===== src/rtl/mem_port_arbiter.sv =====
// Two-requester arbiter for the shared single-port memory. The CPU datapath
// normally wins; the debug reader is guaranteed a slot after STARVE_MAX
// consecutive CPU grants made while it was waiting. One transaction is in
// flight at a time: IDLE -> ISSUE -> (WAIT x RD_LAT for reads) -> IDLE.
module mem_port_arbiter #(
  parameter int unsigned ADDR_W     = 6,
  parameter int unsigned DATA_W     = 16,
  parameter int unsigned RD_LAT     = 1,
  parameter int unsigned STARVE_MAX = 8
) (
  input  logic              clock,
  input  logic              reset_n,
  // CPU datapath port
  input  logic              cpu_req,
  input  logic              cpu_we,
  input  logic [ADDR_W-1:0] cpu_addr,
  input  logic [DATA_W-1:0] cpu_wdata,
  output logic              cpu_gnt,
  output logic              cpu_rvalid,
  output logic [DATA_W-1:0] cpu_rdata,
  // Debug reader port (read-only)
  input  logic              dbg_req,
  input  logic [ADDR_W-1:0] dbg_addr,
  output logic              dbg_gnt,
  output logic              dbg_rvalid,
  output logic [DATA_W-1:0] dbg_rdata,
  // Memory side
  output logic [ADDR_W-1:0] mem_addr,
  output logic              mem_re,
  output logic              mem_we,
  output logic [DATA_W-1:0] mem_wdata,
  input  logic [DATA_W-1:0] mem_rdata,
  output logic              busy
);

  localparam int unsigned WaitW   = (RD_LAT > 1) ? $clog2(RD_LAT) : 1;
  localparam int unsigned StarveW = $clog2(STARVE_MAX + 1);

  typedef enum logic [1:0] {StIdle, StIssue, StWait} state_e;

  state_e              state_q,      state_d;
  logic                owner_q,      owner_d;      // 0 = CPU, 1 = debug
  logic                we_q,         we_d;
  logic [WaitW-1:0]    wait_cnt_q,   wait_cnt_d;
  logic [StarveW-1:0]  starve_cnt_q, starve_cnt_d;
  logic [ADDR_W-1:0]   mem_addr_q,   mem_addr_d;
  logic [DATA_W-1:0]   mem_wdata_q,  mem_wdata_d;
  logic                mem_re_q,     mem_re_d;
  logic                mem_we_q,     mem_we_d;
  logic                cpu_gnt_q,    cpu_gnt_d;
  logic                dbg_gnt_q,    dbg_gnt_d;
  logic                cpu_rvalid_q, cpu_rvalid_d;
  logic                dbg_rvalid_q, dbg_rvalid_d;
  logic [DATA_W-1:0]   cpu_rdata_q,  cpu_rdata_d;
  logic [DATA_W-1:0]   dbg_rdata_q,  dbg_rdata_d;

  logic dbg_wins;
  logic starved;

  assign starved  = (starve_cnt_q == StarveW'(STARVE_MAX));
  assign dbg_wins = dbg_req && (!cpu_req || starved);

  // Next-state, arbitration and strobe sequencing; all outputs are registered.
  always_comb begin
    state_d      = state_q;
    owner_d      = owner_q;
    we_d         = we_q;
    wait_cnt_d   = wait_cnt_q;
    starve_cnt_d = starve_cnt_q;
    mem_addr_d   = mem_addr_q;
    mem_wdata_d  = mem_wdata_q;
    cpu_rdata_d  = cpu_rdata_q;
    dbg_rdata_d  = dbg_rdata_q;
    // Strobes and pulses default low so they last exactly one cycle.
    mem_re_d     = 1'b0;
    mem_we_d     = 1'b0;
    cpu_gnt_d    = 1'b0;
    dbg_gnt_d    = 1'b0;
    cpu_rvalid_d = 1'b0;
    dbg_rvalid_d = 1'b0;

    // No pending debug request means nobody is being starved.
    if (!dbg_req) begin
      starve_cnt_d = '0;
    end

    case (state_q)
      StIdle: begin
        if (cpu_req || dbg_req) begin
          state_d = StIssue;
          if (dbg_wins) begin
            owner_d      = 1'b1;
            we_d         = 1'b0;
            mem_addr_d   = dbg_addr;
            mem_re_d     = 1'b1;
            dbg_gnt_d    = 1'b1;
            starve_cnt_d = '0;
          end else begin
            owner_d     = 1'b0;
            we_d        = cpu_we;
            mem_addr_d  = cpu_addr;
            mem_wdata_d = cpu_wdata;
            mem_re_d    = !cpu_we;
            mem_we_d    = cpu_we;
            cpu_gnt_d   = 1'b1;
            if (dbg_req && !starved) begin
              starve_cnt_d = starve_cnt_q + 1'b1;
            end
          end
        end
      end

      StIssue: begin
        wait_cnt_d = '0;
        state_d    = we_q ? StIdle : StWait;
      end

      StWait: begin
        if (wait_cnt_q == WaitW'(RD_LAT - 1)) begin
          state_d = StIdle;
          if (owner_q) begin
            dbg_rdata_d  = mem_rdata;
            dbg_rvalid_d = 1'b1;
          end else begin
            cpu_rdata_d  = mem_rdata;
            cpu_rvalid_d = 1'b1;
          end
        end else begin
          wait_cnt_d = wait_cnt_q + 1'b1;
        end
      end

      default: state_d = StIdle;
    endcase
  end

  // State and output registers; reset aborts any transaction in flight.
  always_ff @(posedge clock or negedge reset_n) begin
    if (!reset_n) begin
      state_q      <= StIdle;
      owner_q      <= 1'b0;
      we_q         <= 1'b0;
      wait_cnt_q   <= '0;
      starve_cnt_q <= '0;
      mem_addr_q   <= '0;
      mem_wdata_q  <= '0;
      mem_re_q     <= 1'b0;
      mem_we_q     <= 1'b0;
      cpu_gnt_q    <= 1'b0;
      dbg_gnt_q    <= 1'b0;
      cpu_rvalid_q <= 1'b0;
      dbg_rvalid_q <= 1'b0;
      cpu_rdata_q  <= '0;
      dbg_rdata_q  <= '0;
    end else begin
      state_q      <= state_d;
      owner_q      <= owner_d;
      we_q         <= we_d;
      wait_cnt_q   <= wait_cnt_d;
      starve_cnt_q <= starve_cnt_d;
      mem_addr_q   <= mem_addr_d;
      mem_wdata_q  <= mem_wdata_d;
      mem_re_q     <= mem_re_d;
      mem_we_q     <= mem_we_d;
      cpu_gnt_q    <= cpu_gnt_d;
      dbg_gnt_q    <= dbg_gnt_d;
      cpu_rvalid_q <= cpu_rvalid_d;
      dbg_rvalid_q <= dbg_rvalid_d;
      cpu_rdata_q  <= cpu_rdata_d;
      dbg_rdata_q  <= dbg_rdata_d;
    end
  end

  assign cpu_gnt    = cpu_gnt_q;
  assign cpu_rvalid = cpu_rvalid_q;
  assign cpu_rdata  = cpu_rdata_q;
  assign dbg_gnt    = dbg_gnt_q;
  assign dbg_rvalid = dbg_rvalid_q;
  assign dbg_rdata  = dbg_rdata_q;
  assign mem_addr   = mem_addr_q;
  assign mem_re     = mem_re_q;
  assign mem_we     = mem_we_q;
  assign mem_wdata  = mem_wdata_q;
  assign busy       = (state_q != StIdle);

endmodule


===== config.mk =====
export PLATFORM = sky130hd
export DESIGN_NAME = mem_port_arbiter
export DESIGN_NICKNAME = d
export VERILOG_FILES = /design/src/rtl/mem_port_arbiter.sv
export SDC_FILE = /design/constraint.sdc
export NUM_CORES = 1
export LEC_CHECK = 0
export ABC_AREA = 1
export CAP_MARGIN = 5
export CORE_MARGIN = 1.5
export CORE_UTILIZATION = 30
export DETAILED_ROUTE_END_ITERATION = 10
export PLACE_DENSITY = 0.68
export SLEW_MARGIN = 30
export SYNTH_ARGS = -nofsm -noshare
export SYNTH_HDL_FRONTEND = slang
export SYNTH_SLANG_ARGS = --single-unit
export TNS_END_PERCENT = 20

===== constraint.sdc =====
create_clock -name clock -period 1.6 [get_ports clock]
set_clock_uncertainty 0.15 [all_clocks]
set_input_delay 0.32 -clock clock [delete_from_list [all_inputs] [get_ports clock]]
set_output_delay 0.32 -clock clock [all_outputs]
set_load 0.01 [all_outputs]

==> results.yml, run 1 <==
die:
  ios: 110
  die_w_um: 99.27
  coreArea_mm2: 0.008848
  dieArea_mm2: 0.009854
  rows: 34
  die_h_um: 99.27
  initial_core_util_pct: 31.42
clock_tree:
  h-tree-depth: 3
  clockBufferDepth: 2
  cts_made_buffers: 9
  cts_tree: "yes"
  clkTransAtPathRegs_ns: 0.07
  cts_root_buf: "clkbuf_8"
  clkSinkCount: 68
  clock_latency_ns: 0.33
timing:
  hold_violations: 0
  setup_violations: 0
  layout_min_cycle_time_ns: 1.503
  finalWorstSetupSlack_ns: 0.09703
  rsz0062_at_grt: "true"
  final_max_slew_viol_count: 0
  worstMarginPinSlew_ns: 0.3681
  max-slew-margin-rel_pct: 75.46
  final.period_utilization_pct: 93.94
  fmax_ghz: 0.6653
  hold_ws_ns: 0.3059
setup_path:
  worstSetupStartpointType: "flop"
  r2r-end: "mem_wdata[14]$_DFFE_PN0P_"
  cp.arrival_ns: 1.57
  critPathRequiredTime_ns: 1.67
  slowest_stage: "dfrtp_1"
  reg2reg_slack_ns: 0.1
  worstPathCellList: "inv_1 -> ha_2 -> nand3_4 -> nand2_4 -> nand2_8 -> nand2_8 -> inv_8 -> nand2_1 -> nand2_1"
  critPathMaxFanout: 17
  crit_path_start: "starve_cnt_q[1]$_DFF_PN0_"
  r2r_start: "starve_cnt_q[1]$_DFF_PN0_"
  cpPeakStageDelay_ns: 0.41
  ff2ff_path_depth: 9
  cp-end-kind: "flop"
  crit_type: "reg2reg"
  crit_end: "mem_wdata[14]$_DFFE_PN0P_"
drt:
  drt_iter0_drc: 87
  vias_per_cell: 4.331
  first_pass_iters: 4
  drtAntennaViolNets: 0
  drc: 0
  wl_per_cell_um: 12.07
  routed_wl_mm: 6.492
  dr_total_vias: 2330
yosys:
  ys_ff_latch: 68
  syn_inst: 294
  ys_types: 26
  syn_area_mm2: 0.002780
  syn_area_per_cell_um2: 9.456
  yosys_warnings: 0
  syn_nets: 345
  ys_seq_area_share_pct: 61.21
layout:
  drive_gt1_share_pct: 11.86
  nNetsFinal: 476
  layout_common_cells: "nand2_1, dfrtp_1, dlygate4sd2_1, clkdlybuf4s50_1"
  final_common_cell: "nand2_1"
  fin_util_pct: 48.23
  n_antenna_cell: 0
  area_delta_synth_final_pct: 53.51
placement:
  hpwl_mm: 4.472
  pre_cts_slack_ns: -0.1777
  port_buffers: 109
  place.gp.congestion: 0.7441
pwr:
  peakVddDrop_mv: 0.6987
  leakagePower_nw: 2.273
  clock_power_share_pct: 20.2
  p_sw_share_pct: 35.14
  p_switching_mw: 2.646
  p_int_mw: 4.884
  seqPwrFrac_pct: 38.7
  comb_power_share_pct: 41.0
  power_density_mw_per_mm2: 1764
global_routing:
  antenna_found_initial: 0
  grt_usage_pct: 14.10
  grt_start_max_net_pins: 69
  grt_pass1_vias: 2484
  grt_pass1_wl_mm: 11.18
  grt_overflow: 0
hold_path:
  holdCritPathClass: "reg2reg"
run:
  drv_cap: 0
run_status:
  status: "finished clean"
==> what timing repair did <==
action / 4_1_cts / 5_1_grt
resized for setup: 64 / 3
setup buffers: 1 / 6
cloned: 0 / 1
pin swaps: 1 / 4
setup endpoints to repair: 61 / 24
hold endpoints to repair: 68 / 0
hold buffers: 1 / 0
==> critical path, delay by kind of cell, from the launching register on <==
kind,cells,cell delay [ns]
DFF,1,0.41
and+or+nand+nor,6,0.51
buffers and inverters,2,0.14
adders and majority gates,1,0.18
==> state kept, by name, indices dropped and copies added (netlist names) <==
| signal | flops |
|---|---|
| mem_addr | 6 |
| state_q | 2 |
| we_q | 1 |
| owner_q | 1 |
| dbg_rvalid | 1 |
| cpu_gnt | 1 |
| starve_cnt_q | 4 |
| mem_wdata | 16 |
| dbg_gnt | 1 |
| cpu_rvalid | 1 |
| mem_we | 1 |
| dbg_rdata | 16 |
| cpu_rdata | 16 |
| mem_re | 1 |
==> synthesized netlist by cell type (all sizes together) <==
cell    count  area share [%]
a21oi       2            0.36
xor2        1            0.32
buf         4             1.5
dfrtp      68              61
nand3      16             3.3
clkbuf      6             1.2
ha          2            0.90
nor3        1            0.18
xnor2       1            0.32
o21ai      39             7.4
inv        41             6.0
nand4       1            0.23
nor2        5            0.94
nand2     107              16
==> final cells by class <==
type | count | area, um2
inverter | 41 | 166.4
clock inverter | 5 | 75.07
timing repair buffer | 129 | 1196
multi-input combinational | 176 | 852.1
clock buffer | 11 | 141.4
tap | 108 | 135.1
sequential | 68 | 1702
fill | 873 | 4581
==> metrics by stage <==
step                std cells  total power, mW  cell area (um2)  setup TNS, ns
floorplan                 294            4.489             2780              0
global placement          513            6.388             4043         -2.659
CTS                       531            7.527             4197              0
finish                    538            7.529             4268              0
global route              538            8.176             4268      -0.003662
detailed placement        513            6.460             4043         -3.878
==> metal layers <==
| metal | vias up | global-route usage (%) | routed length (um) |
|---|---|---|---|
| met4 | 0 | 6.717 | 92 |
| met5 | - | 0 | 0 |
| met1 | 1077 | 17.57 | 2967 |
| met2 | 76 | 23.02 | 3078 |
| li1 | 1166 | - | - |
| met3 | 11 | 3.514 | 354 |
==> power by group through the flow <==
stage | clock network, mW | registers (mW) | logic [mW]
4_1_cts | 1.59 | 2.92 | 3.01
2_1_floorplan | 0 | 3.27 | 1.22
6_report | 1.52 | 2.92 | 3.09
3_3_place_gp | 0 | 2.97 | 3.42
3_5_place_dp | 0 | 2.97 | 3.49
5_1_grt | 1.65 | 3.02 | 3.50
==> logic make-up (layout without fill, tap and decap cells) <==
logic type	count (synthesis)	count (layout)	share of synthesized area, %
buffers and inverters	51	186	8.641
xor gates and xnor gates	2	2	0.6302
and+or+nand+nor	130	131	20.84
adders and majority gates	2	2	0.8999
DFF	68	68	61.21
AOI/OAI and AO/OA	41	41	7.786
==> worst min path at each step <==
stage | from | endpoint | slack, ns | depth (start not counted)
after floorplan | reset_n | cpu_gnt$_DFF_PN0_ | -0.13 | 0
after global placement | reset_n | dbg_rdata[5]$_DFFE_PN0P_ | 0.21 | 2
after detailed placement | reset_n | dbg_rdata[5]$_DFFE_PN0P_ | 0.22 | 2
after CTS | we_q$_DFFE_PN0P_ | state_q[1]$_DFFE_PN0P_ | 0.31 | 1
after global routing | we_q$_DFFE_PN0P_ | state_q[1]$_DFFE_PN0P_ | 0.33 | 1
final | we_q$_DFFE_PN0P_ | state_q[1]$_DFFE_PN0P_ | 0.31 | 1
(Power assumes the default switching activity.)
==> run 2, diff against run 1 <==
--- a/config.mk
+++ b/config.mk
@@ -8,9 +8,9 @@
 export ABC_AREA = 1
 export CAP_MARGIN = 5
 export CORE_MARGIN = 1.5
-export CORE_UTILIZATION = 30
+export CORE_UTILIZATION = 39
 export DETAILED_ROUTE_END_ITERATION = 10
-export PLACE_DENSITY = 0.68
+export PLACE_DENSITY = 0.83
 export SLEW_MARGIN = 30
 export SYNTH_ARGS = -nofsm -noshare
 export SYNTH_HDL_FRONTEND = slang
==> run 2 against run 1 <==
First-iteration DRC count fell by 13%. Fmax down 1.5%. Routed wire length decreased by 0.32%. Sequential cell count is the same. Design area fell by 0.12%. Die area down 22%. Combinational power about the same. Critical path type unchanged. Largest cell class unchanged.
==> results.yml, run 2 (same netlist as run 1, synthesis figures left out) <==
timing:
  layout_min_cycle_time_ns: 1.527
  final.period_utilization_pct: 95.41
  hold_violations: 0
  max-slew-margin-rel_pct: 75.61
  final_max_slew_viol_count: 0
  setup_violations: 0
  worstMarginPinSlew_ns: 0.3658
  finalWorstSetupSlack_ns: 0.07339
  fmax_ghz: 0.6550
die:
  rows: 30
  die_h_um: 87.43
  initial_core_util_pct: 40.70
  dieArea_mm2: 0.007644
  ios: 110
  die_w_um: 87.43
  coreArea_mm2: 0.006832
drt:
  drc: 0
  dr_total_vias: 2355
  wl_per_cell_um: 12.30
  drt_iter0_drc: 76
  vias_per_cell: 4.477
  routed_wl_mm: 6.471
  first_pass_iters: 4
  drtAntennaViolNets: 0
run:
  drv_cap: 0
layout:
  drive_gt1_share_pct: 12.09
  n_antenna_cell: 0
  final_common_cell: "nand2_1"
  layout_common_cells: "nand2_1, dfrtp_1, dlygate4sd2_1, clkdlybuf4s50_1, o21ai_0"
  nFillCells: 585
  area_delta_synth_final_pct: 53.33
  nNetsFinal: 476
  fin_area_mm2: 0.004263
placement:
  port_buffers: 109
  placed_area_mm2: 0.004048
  place.gp.congestion: 0.7271
  hpwl_mm: 4.514
  pre_cts_slack_ns: -0.1834
global_routing:
  grt_usage_pct: 17.17
  grt_overflow: 0
  grt_start_max_net_pins: 69
  grt_pass1_vias: 2330
  antenna_found_initial: 0
  grt_pass1_wl_mm: 10.18
pwr:
  comb_power_share_pct: 41.4
  p_sw_share_pct: 35.68
  peakVddDrop_mv: 0.7700
  power_density_mw_per_mm2: 1768
  seqPwrFrac_pct: 38.7
  p_int_mw: 4.847
  clock_power_share_pct: 19.9
  p_switching_mw: 2.689
  leakagePower_nw: 2.266
clock_tree:
  clkTransAtPathRegs_ns: 0.08
  cts_root_buf: "clkbuf_8"
  clock_latency_ns: 0.32
  cts_made_buffers: 9
  clockBufferDepth: 2
  h-tree-depth: 3
  cts_tree: "yes"
  clkSinkCount: 68
setup_path:
  critPathMaxFanout: 8
  cp-end-kind: "flop"
  reg2reg_slack_ns: 0.07
  r2r-end: "mem_wdata[9]$_DFFE_PN0P_"
  critPathRequiredTime_ns: 1.67
  critPathTopFamily: "simple AND/OR/NAND/NOR gates"
  path_depth: 9
  r2r_start: "starve_cnt_q[1]$_DFF_PN0_"
  crit_end: "mem_wdata[9]$_DFFE_PN0P_"
  ff2ff_path_depth: 9
  cpPeakStageDelay_ns: 0.43
  worstPathCellList: "inv_2 -> ha_4 -> nand3_4 -> nand2_4 -> nand2_8 -> nand2_8 -> buf_4 -> nand2_1 -> nand2_1"
  path_buf_inv: 2
  crit_path_start: "starve_cnt_q[1]$_DFF_PN0_"
  worstSetupStartpointType: "flop"
  cp.arrival_ns: 1.60
  slowest_stage: "dfrtp_1"
  crit_type: "reg2reg"
hold_path:
  holdCritPathClass: "reg2reg"
  hp-start: "we_q$_DFFE_PN0P_"
run_status:
  status: "finished clean"
-- run 2: cell types whose count changed in the layout (fill, tap and decap cells not counted), sizes merged --
cell,change
clkinvlp,+2
clkbuf,-1
clkinv,-1
-- run 2: power groups by stage --
stage | clock, mW | combinational (mW) | sequential, mW
final | 1.50 | 3.12 | 2.91
after floorplan | 0 | 1.22 | 3.27
after global routing | 1.62 | 3.47 | 3.01
after CTS | 1.55 | 3.06 | 2.91
after global placement | 0 | 3.41 | 2.95
after detailed placement | 0 | 3.54 | 2.96
-- run 2: worst register-to-register path, stage by stage, from the launching register on --
cell and delay, ns:
dfrtp_1 0.43, inv_2 0.06, ha_4 0.16, nand3_4 0.10, nand2_4 0.07, nand2_8 0.10, nand2_8 0.09, buf_4 0.15
nand2_1 0.06, nand2_1 0.06
-- run 2: cell type report --
type	count	area, um2	share of cell area, %
Clock inverter	6	88.84	2.084
Clock buffer	10	127.6	2.994
Timing Repair Buffer	129	1196	28.06
Inverter	41	166.4	3.904
Multi-Input combinational cell	176	862.1	20.22
Sequential cell	68	1702	39.92
Tap cell	96	120.1	2.818
-- run 2: metal layers --
metal	vias up	share of wire (%)	global-route usage (%)
li1	1168	-	-
met1	1104	44	21.39
met2	78	50	29.09
met3	5	5.3	3.697
met4	0	0.62	6.638
met5	-	0	0
-- run 2: timing repair --
| item | CTS | global route |
|---|---|---|
| cloned | 0 | 1 |
| endpoints found under the hold margin | 68 | 0 |
| pin swaps | 1 | 1 |
| gates resized for setup | 64 | 4 |
| hold buffers | 1 | 0 |
| setup buffers | 1 | 5 |
| setup endpoints to repair | 61 | 20 |
-- run 2: how the worst min path moves through the flow --
stage | to | cells past startpoint
finish | state_q[1]$_DFFE_PN0P_ | 1
global route | state_q[1]$_DFFE_PN0P_ | 1
CTS | state_q[1]$_DFFE_PN0P_ | 1
detailed placement | cpu_rdata[2]$_DFFE_PN0P_ | 2
global placement | cpu_rdata[2]$_DFFE_PN0P_ | 2
floorplan | cpu_gnt$_DFF_PN0_ | 0
-- run 2: per-stage QoR --
step           cells  setup TNS, ns  util [%]  power (mW)  hold slack (ns)
2_1_floorplan    294              0         -       4.489          -0.1256
3_3_place_gp     502         -2.483     59.25       6.366           0.2078
3_5_place_dp     502         -3.634     59.25       6.500           0.2138
4_1_cts          520              0     61.50       7.516           0.3082
5_1_grt          526      -0.003553     62.40       8.097           0.3244
6_report         526              0     62.40       7.536           0.3004
==> run 3, diff against run 2 <==
--- a/config.mk
+++ b/config.mk
@@ -8,9 +8,10 @@
 export ABC_AREA = 1
 export CAP_MARGIN = 5
 export CORE_MARGIN = 1.5
-export CORE_UTILIZATION = 39
+export CORE_UTILIZATION = 48
+export CTS_BUF_LIST = sky130_fd_sc_hd__clkbuf_8
 export DETAILED_ROUTE_END_ITERATION = 10
-export PLACE_DENSITY = 0.83
+export PLACE_DENSITY = 0.94
 export SLEW_MARGIN = 30
 export SYNTH_ARGS = -nofsm -noshare
 export SYNTH_HDL_FRONTEND = slang
==> constraint.sdc (replaced) <==
create_clock -name clock -period 1.79 [get_ports clock]
set_clock_uncertainty 0.15 [all_clocks]
set_input_delay 0.358 -clock clock [delete_from_list [all_inputs] [get_ports clock]]
set_output_delay 0.358 -clock clock [all_outputs]
set_load 0.01 [all_outputs]
==> run 3 against run 2 <==
Critical path depth fell by 8. Clock power shrank 9%. Routed wire length grew 0.94%. Critical path type is now reg2out.
==> results.yml, run 3 (same netlist as run 1, synthesis figures left out) <==
run_status:
  status: "finished clean"
hold_path:
  holdCritPathClass: "reg2reg"
  whs_endpoint: "state_q[1]$_DFFE_PN0P_"
  min_path_cells: 1
  hp-start: "we_q$_DFFE_PN0P_"
setup_path:
  critPathTopFamily: "buffers and inverters"
  r2r-end: "mem_wdata[14]$_DFFE_PN0P_"
  critPathMaxFanout: 2
  cp.arrival_ns: 1.25
  r2r_start: "starve_cnt_q[0]$_DFF_PN0_"
  ff2ff_path_depth: 9
  slowest_stage: "clkdlybuf4s50_1"
  cp-end-kind: "output pin"
  worstPathCellList: "clkdlybuf4s50_1"
  reg2reg_slack_ns: 0.22
  cpPeakStageDelay_ns: 0.55
  worstSetupStartpointType: "flop"
  path_buf_inv: 1
  critPathRequiredTime_ns: 1.28
  crit_type: "reg2out"
run:
  drv_cap: 0
clock_tree:
  cts_root_buf: "clkbuf_8"
  clock_latency_ns: 0.33
  cts_made_buffers: 9
  clockBufferDepth: 2
  clkTransAtPathRegs_ns: 0.07
  cts_tree: "yes"
  clkSinkCount: 68
  h-tree-depth: 3
timing:
  finalSetupTns_ns: 0
  final_max_slew_viol_count: 0
  hold_violations: 0
  final.period_utilization_pct: 98.39
  worstMarginPinSlew_ns: 0.3511
  layout_min_cycle_time_ns: 1.761
  fmax_ghz: 0.5678
  max-slew-margin-rel_pct: 76.60
  setup_violations: 0
drt:
  drtAntennaViolNets: 0
  drc: 0
  vias_per_cell: 4.789
  drt_iter0_drc: 98
  dr_total_vias: 2361
  routed_wl_mm: 6.532
  wl_per_cell_um: 13.25
  first_pass_iters: 4
die:
  die_w_um: 79.11
  coreArea_mm2: 0.005540
  initial_core_util_pct: 50.18
  dieArea_mm2: 0.006258
  rows: 27
  ios: 110
  die_h_um: 79.11
pwr:
  p_int_mw: 4.657
  clock_power_share_pct: 19.4
  peakVddDrop_mv: 0.9367
  p_sw_share_pct: 33.97
  power_density_mw_per_mm2: 1664
  leakagePower_nw: 2.246
  seqPwrFrac_pct: 37.3
  comb_power_share_pct: 43.3
  p_switching_mw: 2.396
layout:
  nNetsFinal: 467
  layout_common_cells: "nand2_1, clkdlybuf4s50_1, dfrtp_1, inv_1, o21ai_0"
  fin_util_pct: 76.49
  drive_gt1_share_pct: 9.264
  n_antenna_cell: 0
  nFillCells: 368
  area_delta_synth_final_pct: 52.43
  final_common_cell: "nand2_1"
global_routing:
  grt_overflow: 0
  grt_usage_pct: 21.93
  grt_start_max_net_pins: 69
  grt_pass1_vias: 2346
  antenna_found_initial: 0
  grt_pass1_wl_mm: 10.36
placement:
  place.gp.congestion: 0.7454
  hpwl_mm: 4.627
  port_buffers: 109
-- run 3: timing repair --
item | CTS | global route
hold buffers | 1 | 0
endpoints found under the hold margin | 68 | 0
buffers inserted | 2 | 0
resized for setup | 1 | 14
endpoints found under the setup margin | 1 | 14
pin swaps | 1 | 0
-- run 3: how the worst max path moves through the flow --
stage,startpoint,to,slack [ns],cells past startpoint
floorplan,starve_cnt_q[0]$_DFF_PN0_,mem_wdata[10]$_DFFE_PN0P_,0.23,10
global placement,dbg_req,mem_wdata[7]$_DFFE_PN0P_,0.04,7
detailed placement,dbg_req,mem_wdata[14]$_DFFE_PN0P_,-0.02,7
CTS,mem_wdata[4]$_DFFE_PN0P_,mem_wdata[4],0.01,1
global route,cpu_rdata[11]$_DFFE_PN0P_,cpu_rdata[11],-0.008,1
finish,mem_addr[2]$_DFFE_PN0P_,mem_addr[2],0.03,1
-- run 3: final cells by class --
class	count	area, um2	area share (%)
Inverter	41	166.4	3.927
Sequential cell	68	1702	40.15
Clock buffer	10	137.6	3.248
Multi-Input combinational cell	175	838.3	19.78
Tap cell	72	90.09	2.126
Clock inverter	6	78.83	1.860
Timing Repair Buffer	121	1225	28.90
-- run 3: metrics by stage --
step	setup WS [ns]	power (mW)	instances	hold WS, ns	area (um2)
after global routing	-0.007988	7.509	493	0.3093	4238
after floorplan	0.2306	4.012	294	-0.08759	2780
after global placement	0.03639	5.589	474	0.2452	3963
after detailed placement	-0.02128	5.730	474	0.2534	3963
final	0.02874	7.053	493	0.2822	4238
after CTS	0.01393	7.154	493	0.2846	4203
-- run 3: power by group through the flow --
stage          Combinational (mW)  Clock, mW  Sequential, mW
5_1_grt                      3.35       1.45            2.71
2_1_floorplan                1.09          0            2.92
3_5_place_dp                 3.08          0            2.65
4_1_cts                      3.13       1.38            2.64
6_report                     3.05       1.37            2.63
3_3_place_gp                 2.96          0            2.63
-- run 3: layer usage --
metal / vias to the layer above / track usage [%] / wire length (um)
li1: 1148 / - / -
met1: 1104 / 24.35 / 2596
met2: 93 / 38.46 / 3325
met3: 16 / 5.517 / 407
met4: 0 / 11.75 / 202
met5: - / 0 / 0
